$ cat src/rtl/ecap5_dproc_pkg.sv
// rtl/ecap5_dproc_pkg.sv - shared types and constants for the ECAP5-DPROC pipeline
package ecap5_dproc_pkg;

   localparam int REG_ADDR_W = 5;
   localparam int NUM_REGS   = 1 << REG_ADDR_W;

   typedef enum logic {HAZM_RUN, HAZM_FLUSH} hazm_state_t;

   function automatic logic [NUM_REGS-1:0] reg_onehot(input logic [REG_ADDR_W-1:0] addr);
      return {{(NUM_REGS-1){1'b0}}, 1'b1} << addr;
   endfunction

endpackage

$ cat src/rtl/hazm_scoreboard.sv
// rtl/hazm_scoreboard.sv - pending-destination bitmap with same-cycle retire bypass mask
module hazm_scoreboard
   import ecap5_dproc_pkg::*;
(
   input  logic                  clk_i,
   input  logic                  rst_ni,
   input  logic                  retire_valid_i,
   input  logic [REG_ADDR_W-1:0] retire_addr_i,
   input  logic                  set_en_i,
   input  logic [REG_ADDR_W-1:0] set_addr_i,
   output logic [NUM_REGS-1:0]   pending_o,
   output logic [NUM_REGS-1:0]   eff_o
);

   logic [NUM_REGS-1:0] pending;
   logic [NUM_REGS-1:0] clr_mask;
   logic [NUM_REGS-1:0] set_mask;
   logic [NUM_REGS-1:0] pending_next;

   always_comb begin
      clr_mask = retire_valid_i ? reg_onehot(retire_addr_i) : '0;
      set_mask = set_en_i ? reg_onehot(set_addr_i) : '0;
      eff_o    = pending & ~clr_mask;
      // Set is applied after clear so a same-register set/clear leaves the bit set.
      pending_next    = (pending & ~clr_mask) | set_mask;
      pending_next[0] = 1'b0;
   end

   always_ff @(posedge clk_i or negedge rst_ni) begin
      if (!rst_ni) begin
         pending <= '0;
      end else begin
         pending <= pending_next;
      end
   end

   assign pending_o = pending;

endmodule

$ cat src/rtl/hazm.sv
// rtl/hazm.sv - decode-stage RAW/WAW hazard stall and taken-branch flush sequencer
module hazm
   import ecap5_dproc_pkg::*;
#(
   parameter int FLUSH_CYCLES = 2
) (
   input  logic                  clk_i,
   input  logic                  rst_ni,
   input  logic                  dec_valid_i,
   input  logic [REG_ADDR_W-1:0] dec_rs1_i,
   input  logic                  dec_uses_rs1_i,
   input  logic [REG_ADDR_W-1:0] dec_rs2_i,
   input  logic                  dec_uses_rs2_i,
   input  logic [REG_ADDR_W-1:0] dec_rd_i,
   input  logic                  dec_reg_write_i,
   input  logic                  dec_issue_i,
   input  logic                  retire_valid_i,
   input  logic [REG_ADDR_W-1:0] retire_addr_i,
   input  logic                  branch_taken_i,
   output logic                  stall_o,
   output logic                  flush_o,
   output logic [NUM_REGS-1:0]   pending_o
);

   localparam int CNT_W = $clog2(FLUSH_CYCLES + 1);
   localparam logic [CNT_W-1:0] CNT_RELOAD = CNT_W'(FLUSH_CYCLES - 1);

   hazm_state_t         state;
   logic [CNT_W-1:0]    cnt;
   logic [NUM_REGS-1:0] eff;
   logic                rd_nonzero;
   logic                hazard;
   logic                set_en;

   assign rd_nonzero = (dec_rd_i != '0);
   // Issues during a flush are protocol violations and must not mark anything pending.
   assign set_en     = dec_issue_i & dec_reg_write_i & rd_nonzero & ~flush_o;

   hazm_scoreboard u_scoreboard (
      .clk_i          (clk_i),
      .rst_ni         (rst_ni),
      .retire_valid_i (retire_valid_i),
      .retire_addr_i  (retire_addr_i),
      .set_en_i       (set_en),
      .set_addr_i     (dec_rd_i),
      .pending_o      (pending_o),
      .eff_o          (eff)
   );

   always_comb begin
      hazard = dec_valid_i &
               ((dec_uses_rs1_i & eff[dec_rs1_i]) |
                (dec_uses_rs2_i & eff[dec_rs2_i]) |
                (dec_reg_write_i & rd_nonzero & eff[dec_rd_i]));
      stall_o = hazard | flush_o | branch_taken_i;
   end

   always_ff @(posedge clk_i or negedge rst_ni) begin
      if (!rst_ni) begin
         state   <= HAZM_RUN;
         cnt     <= '0;
         flush_o <= 1'b0;
      end else begin
         case (state)
            HAZM_RUN: begin
               if (branch_taken_i) begin
                  state   <= HAZM_FLUSH;
                  cnt     <= CNT_RELOAD;
                  flush_o <= 1'b1;
               end
            end
            HAZM_FLUSH: begin
               if (branch_taken_i) begin
                  cnt <= CNT_RELOAD;
               end else if (cnt == '0) begin
                  state   <= HAZM_RUN;
                  flush_o <= 1'b0;
               end else begin
                  cnt <= cnt - CNT_W'(1);
               end
            end
            default: begin
               state   <= HAZM_RUN;
               cnt     <= '0;
               flush_o <= 1'b0;
            end
         endcase
      end
   end

endmodule

$ cat config.mk
export PLATFORM = sky130hd
export DESIGN_NAME = hazm
export DESIGN_NICKNAME = d
export VERILOG_FILES = /design/src/rtl/ecap5_dproc_pkg.sv /design/src/rtl/hazm_scoreboard.sv /design/src/rtl/hazm.sv
export SDC_FILE = /design/constraint.sdc
export NUM_CORES = 1
export LEC_CHECK = 0
export CAP_MARGIN = 20
export CELL_PAD_IN_SITES_DETAIL_PLACEMENT = 1
export CELL_PAD_IN_SITES_GLOBAL_PLACEMENT = 1
export CORE_MARGIN = 3
export CORE_UTILIZATION = 43
export CTS_BUF_LIST = sky130_fd_sc_hd__clkbuf_4
export CTS_CLUSTER_SIZE = 16
export DETAILED_ROUTE_END_ITERATION = 6
export HOLD_SLACK_MARGIN = 0.02
export PLACE_DENSITY = 0.9
export SYNTH_ARGS = -nofsm -noshare
export SYNTH_HDL_FRONTEND = slang
export SYNTH_HIERARCHICAL = 1
export SYNTH_SLANG_ARGS = --single-unit
$ cat constraint.sdc
create_clock -name clk_i -period 7.4 [get_ports clk_i]
set_input_delay 0.74 -clock clk_i [delete_from_list [all_inputs] [get_ports clk_i]]
set_output_delay 0.74 -clock clk_i [all_outputs]
set_load 0.03 [all_outputs]
== Yosys cells after proc, flatten, opt, wreduce, memory -nomap -nowiden ==
Cells that the tools add are included.
Storage, ports and cells
  output and inout port bits: 34
  input port bits: 29
  bits in registers: 35
  logic and storage cells: 55
Operators by class
  shifts and indexed selects: 2
  add/sub/neg operators: 1
  order comparisons: 3
  bitwise gates (word level): 17
  eq/ne operators: 4
  reductions and logical operators: 4
  mux-type cells: 20
Operator list (number)
  two-way mux 32 bit: 2
  left shift 1 x 5 -> 32 bit, first input constant: 2
  bitwise AND 32 bit: 1
  NOT 32 bit: 1
  bitwise OR 32 bit: 1
  less-than comparator 5 x 6 -> 1 bit, second input constant: 3
  binary-select mux 1 bit (select 5 bit): 3
  two-way mux 1 bit: 9
  bitwise AND 1 bit: 8
  two-way mux 2 bit: 3
  nonzero test 5 bit: 1
  inequality test 2 bit, second input constant: 2
  bitwise OR 1 bit: 4
  one-hot mux 1 bit (2 select lines): 2
  one-hot mux 2 bit (2 select lines): 1
  inequality test 3 bit, second input constant: 1
  AND reduction 3 bit: 1
  logical NOT 2 bit: 1
  inequality test 2 x 1 -> 1 bit, second input constant: 1
  NOT 1 bit: 2
  AND reduction 2 bit: 1
  subtractor 2 x 1 -> 2 bit, second input constant: 1

== Depth between registers and ports, before layout ==
  depth after elaboration: 12
  depth in mapped cells: 8
  gate-level depth less buffers: 7

== Modules after synthesis ==
The synthesis kept the hierarchy.
Modules (own cells, without submodules)
  hazm_scoreboard: cells an instance 130, times used 1, sequential area each 775.7 µm², area each 1463.9 µm²
  hazm: cells an instance 84, times used 1, sequential area each 100.1 µm², area each 1053.5 µm²

== Worst setup path before layout ==
No wires, ideal clock.
  path kind: input to output
  from: input retire_addr_i[1]
  to: output stall_o
  arrival: 3144 ps
  required time: 6660 ps
  path slack: 3516 ps
  stages on the path: 8
  buffers on the path: 1
  path through: or2_2 > clkbuf_1 > o21a_1 > mux4_1 > mux2_2 > or3_1 > a32o_1 > a2111o_1
Between the ends
  cells in the longest elaborated chain, start to end: 12
  elaborated cells on any way between the ends: 18
  classes of those cells: shift (1); mux (7); bitwise (10)
RTL lines
  from (decl): line hazm.sv:18  | input logic [REG_ADDR_W-1:0] retire_addr_i,
  left shift 1 x 5 -> 32 bit (*): line ecap5_dproc_pkg.sv:10  | return {{(NUM_REGS-1){1'b0}}, 1'b1} << addr;
  two-way mux 32 bit (*): line hazm_scoreboard.sv:21  | clr_mask = retire_valid_i ? reg_onehot(retire_addr_i) : '0;
  NOT 32 bit (*): line hazm_scoreboard.sv:23  | eff_o = pending & ~clr_mask;
  bitwise AND 32 bit (*): line hazm_scoreboard.sv:23
  net eff[17]: line hazm.sv:30  | logic [NUM_REGS-1:0] eff;
  binary-select mux 1 bit (select 5 bit) (on tied branches): line hazm.sv:52, hazm.sv:53
  two-way mux 1 bit (on tied branches): line hazm.sv:52, hazm.sv:53
  bitwise AND 1 bit (on tied branches): line hazm.sv:52, hazm.sv:53
  bitwise OR 1 bit: line hazm.sv:52  | ((dec_uses_rs1_i & eff[dec_rs1_i]) |
  bitwise OR 1 bit (*): line hazm.sv:53  | (dec_uses_rs2_i & eff[dec_rs2_i]) |
  bitwise AND 1 bit (*): line hazm.sv:51  | hazard = dec_valid_i &
  bitwise OR 1 bit (*) (2 in a row): line hazm.sv:55  | stall_o = hazard | flush_o | branch_taken_i;
  to (decl): line hazm.sv:20  | output logic stall_o,
The timed path passes the listed nets; every way through them passes the cells marked *. The select of a mux whose other input is x is not followed.

== Worst setup path after layout ==
  from: input retire_addr_i[2]
  to: output stall_o
Same word-level chain as after synthesis.

==> results.tsv <==
stage	metric	value	unit
run_status	status	completed	
synthesis	post_synthesis_instance_area	0.00252	mm²
critical_path	setup.worst_path.class	primary input to output port	
finish	area_of_the_multi_input_gates	0.00154	mm²
die	die_w	82.5	µm
sta	fmaxAchievable	197	MHz
sta	hold_violations	0	
min_path	path_class_of_the_lowest_slack_min_delay_path	register to register	
synthesis	synth.avg_cell_area	11.8	µm²
drt	drc	0	
cts	cts_buffers	5	
grt	number_of_global_route_vias_before_repair	2293	
drt	first_pass_iters	4	
finish	fillers	585	
synthesis	synthFlopType	sky130_fd_sc_hd__dfrtp_1	
die	num_io_pins	63	
grt	grt_antenna_before_repair	0	
cts	max_h_tree_level	2	
sta	worst_slew_pin_tran	0.658	ns
grt	largest_net_degree_at_the_start_of_global_routing	36	
synthesis	yosys_register_bits	35	
sta	timing.final.crit_share	68.4	%
cts	number_of_gates_resized_after_cts	0	
drt	post_drt_via_cell_ratio	6.40	
critical_path	regToRegStartpoint	flush_o$_DFFE_PN0P_	
sta	layout_min_cycle_time	5.06	ns
sta	setup_total_negative_slack	0	ns
synthesis	number_of_enable_flip_flop_cells_after_synthesis	0	
critical_path	critPathMaxStageDelay	0.67	ns
grt	track_usage	25.6	%
drt	drtAntennaViolNets	0	
synthesis	async_reset_ff_share	100	%
run	cap_viol_max_count	0	
finish	layout.cells.most_common	sky130_fd_sc_hd__clkdlybuf4s50_1	
critical_path	cell_by_cell_listing_of_the_critical_path	clkdlybuf4s50_1 -> or4b_1 -> o21a_1 -> mux4_1 -> mux2i_1 -> o221ai_1 -> a32o_1 -> a2111o_1 -> clkdlybuf4s50_1	
synthesis	synth_seq_area_share	34.8	%
cts	tritoncts_clock_tree	done	
synthesis	postSynthCellCount	214	
critical_path	ff2ff_setup_slack	5.51	ns
pwr	power.density_cell_area	262	mW/mm²
sta	slew_headroom	56.0	%
grt	grt_pass1_wl	12600	µm
pwr	cellLeakagePower	1.24	nW
finish	drive_above_1_share	14.5	%
die	fp.dieH	82.5	µm
cts	post-cts-setup-buffers	0	
critical_path	r2r_cells	5	
finish	final_net_count	298	
sta	grt_setup_unrepaired	no	
cts	buffer_type_at_the_clock_tree_root	sky130_fd_sc_hd__clkbuf_4	
critical_path	cp-end-kind	output port	
die	dieArea	0.00681	mm²
pwr	ir_worst_vdd	0.000128	V
critical_path	cp_data_required_time	6.66	ns
drt	detail_route.wirelength	8030	µm
critical_path	crit_path_max_fo	8	
cts	cts.path.max_buffers	2	
drt	wl_per_cell	23.6	µm
critical_path	slowest_cp_cell	sky130_fd_sc_hd__or4b_1	
placed_design	gp_congestion	0.898	
drt	drtIter0Drc	182	
finish	flow.area_growth_from_synthesis	27.3	%
sta	setup_violators_final	0	
cts	clock-sinks	35	
synthesis	ys_warn_count	6	
grt	globalRouteOverflowTotal	0	
cts	clkSlewWorstSetupHoldPaths	0.11	ns
synthesis	number_of_different_library_cells_in_the_post_synthesis_netlist	40	
placed_design	dp_hpwl	6090	µm
finish	utilization	57.5	%
die	core_region_area	0.00557	mm²
critical_path	cp.arrival	4.32	ns
finish	antenna_diode_instance_count	0	
sta	final-max-slew-violation-count	0	
placed_design	port-buffer-count	61	
cts	cts_hold_buf	0	
drt	dr_total_vias	2182	
sta	worst_clock_skew	0.00464	ns
critical_path	worstSetupStartpoint	retire_addr_i[2]	
finish	seqCellArea	876	µm²
die	placementRows	27	
critical_path	cp-start-kind	primary input	
die	initial_cell_density_of_the_core	45.2	%
critical_path	regToRegEndpoint	u_scoreboard/pending_o[26]$_DFF_PN0_	
cts	clk_latency	0.35	ns
critical_path	timing.critical_path.to	stall_o	
critical_path	crit_path_frequent_cell	sky130_fd_sc_hd__clkdlybuf4s50_1	
finish	layout_common_cells	sky130_fd_sc_hd__clkdlybuf4s50_1, sky130_fd_sc_hd__dfrtp_1, sky130_fd_sc_hd__o21a_1, sky130_fd_sc_hd__o21bai_1, sky130_fd_sc_hd__mux4_2	
metal layers:
layer / global-route usage (%) / part of all wire [%] / wire length, µm / up-vias
li1: - / - / - / 941
met1: 33.1 / 39 / 3140 / 1094
met2: 42.5 / 49 / 3960 / 125
met3: 5.97 / 9.3 / 744 / 22
met4: 8.50 / 2.4 / 192 / 0
met5: 0 / 0 / 0 / -
registers in the layout, summed over array words and instances (netlist names):
| name | cells |
|---|---|
| u_scoreboard/pending_o | 31 |
| cnt | 2 |
| flush_o | 1 |
| state | 1 |
how the worst min path moves through the flow:
stage / start / endpoint / depth (start not counted)
after floorplan: state$_DFF_PN0_ / flush_o$_DFFE_PN0P_ / 1
after global placement: state$_DFF_PN0_ / flush_o$_DFFE_PN0P_ / 1
after detailed placement: state$_DFF_PN0_ / flush_o$_DFFE_PN0P_ / 1
after CTS: state$_DFF_PN0_ / flush_o$_DFFE_PN0P_ / 1
after global routing: state$_DFF_PN0_ / flush_o$_DFFE_PN0P_ / 1
final: state$_DFF_PN0_ / flush_o$_DFFE_PN0P_ / 1
per-stage QoR:
step | power, mW | hold slack, ns | instance area [µm²] | cells | setup WS (ns)
after floorplan | 0.553 | 0.433 | 2520 | 215 | 3.52
after global placement | 0.710 | 0.449 | 3150 | 333 | 2.42
after detailed placement | 0.725 | 0.472 | 3150 | 333 | 2.35
after CTS | 0.839 | 0.486 | 3200 | 341 | 2.34
after global routing | 0.881 | 0.516 | 3200 | 341 | 2.18
final | 0.838 | 0.478 | 3200 | 341 | 2.34
kinds of logic (layout without fill, tap and decap cells):
logic type	Yosys count	count (layout)	share of synthesized area, %
fa+ha+maj	1	1	0.497
buf+inv	22	76	4.17
xor+xnor	1	1	0.348
simple gates	42	42	10.2
flops	35	35	34.8
other cells	1	2	0.149
mux	35	35	26.8
compound gates	77	77	23.1
layout make-up:
type | count | area share [%]
multi-input combinational | 158 | 48.1
inverter | 6 | 0.703
clock buffer | 7 | 1.64
tap | 72 | 2.81
clock inverter | 1 | 0.156
timing repair buffer | 62 | 19.3
sequential | 35 | 27.3
cells in the mapped netlist (2+ instances only):
cell                        count  area share, %
sky130_fd_sc_hd__a21oi_1        2           0.40
sky130_fd_sc_hd__mux4_2        20             18
sky130_fd_sc_hd__inv_1          6           0.89
sky130_fd_sc_hd__clkbuf_1       7            1.0
sky130_fd_sc_hd__o21bai_1      31            9.2
sky130_fd_sc_hd__buf_4          3           0.89
sky130_fd_sc_hd__nand2_1        9            1.3
sky130_fd_sc_hd__or2_2          3           0.75
sky130_fd_sc_hd__nand4_1        2           0.50
sky130_fd_sc_hd__o22ai_1        2           0.50
sky130_fd_sc_hd__nor2b_1        4           0.99
sky130_fd_sc_hd__nand3_1        4           0.80
sky130_fd_sc_hd__nor2_1         3           0.45
sky130_fd_sc_hd__mux2_2         7            3.1
sky130_fd_sc_hd__nand2b_1       7            1.7
sky130_fd_sc_hd__buf_1          2           0.30
sky130_fd_sc_hd__mux2i_1        4            1.6
sky130_fd_sc_hd__o21ai_0        2           0.40
sky130_fd_sc_hd__nand4b_1       3            1.0
sky130_fd_sc_hd__buf_2          3           0.60
sky130_fd_sc_hd__dfrtp_1       35             35
sky130_fd_sc_hd__mux4_1         4            4.2
sky130_fd_sc_hd__nand4bb_1      3            1.3
sky130_fd_sc_hd__o21a_1        31            9.2
sky130_fd_sc_hd__o221ai_1       2           0.70
critical path, delay by kind of cell:
kind / cells / cell delay (ns)
buffers and inverters: 2 / 1.10
and+or+nand+nor: 1 / 0.67
muxes: 2 / 0.70
AOI/OAI and AO/OA: 4 / 1.10
power by group:
group          leakage [nW]  internal [mW]  total (mW)  switching (mW)
registers             0.456          0.240       0.272          0.0322
clock network        0.0361         0.0444       0.113          0.0683
logic                 0.746          0.216       0.453           0.238
Note: power is estimated with default switching activity, not from simulation.
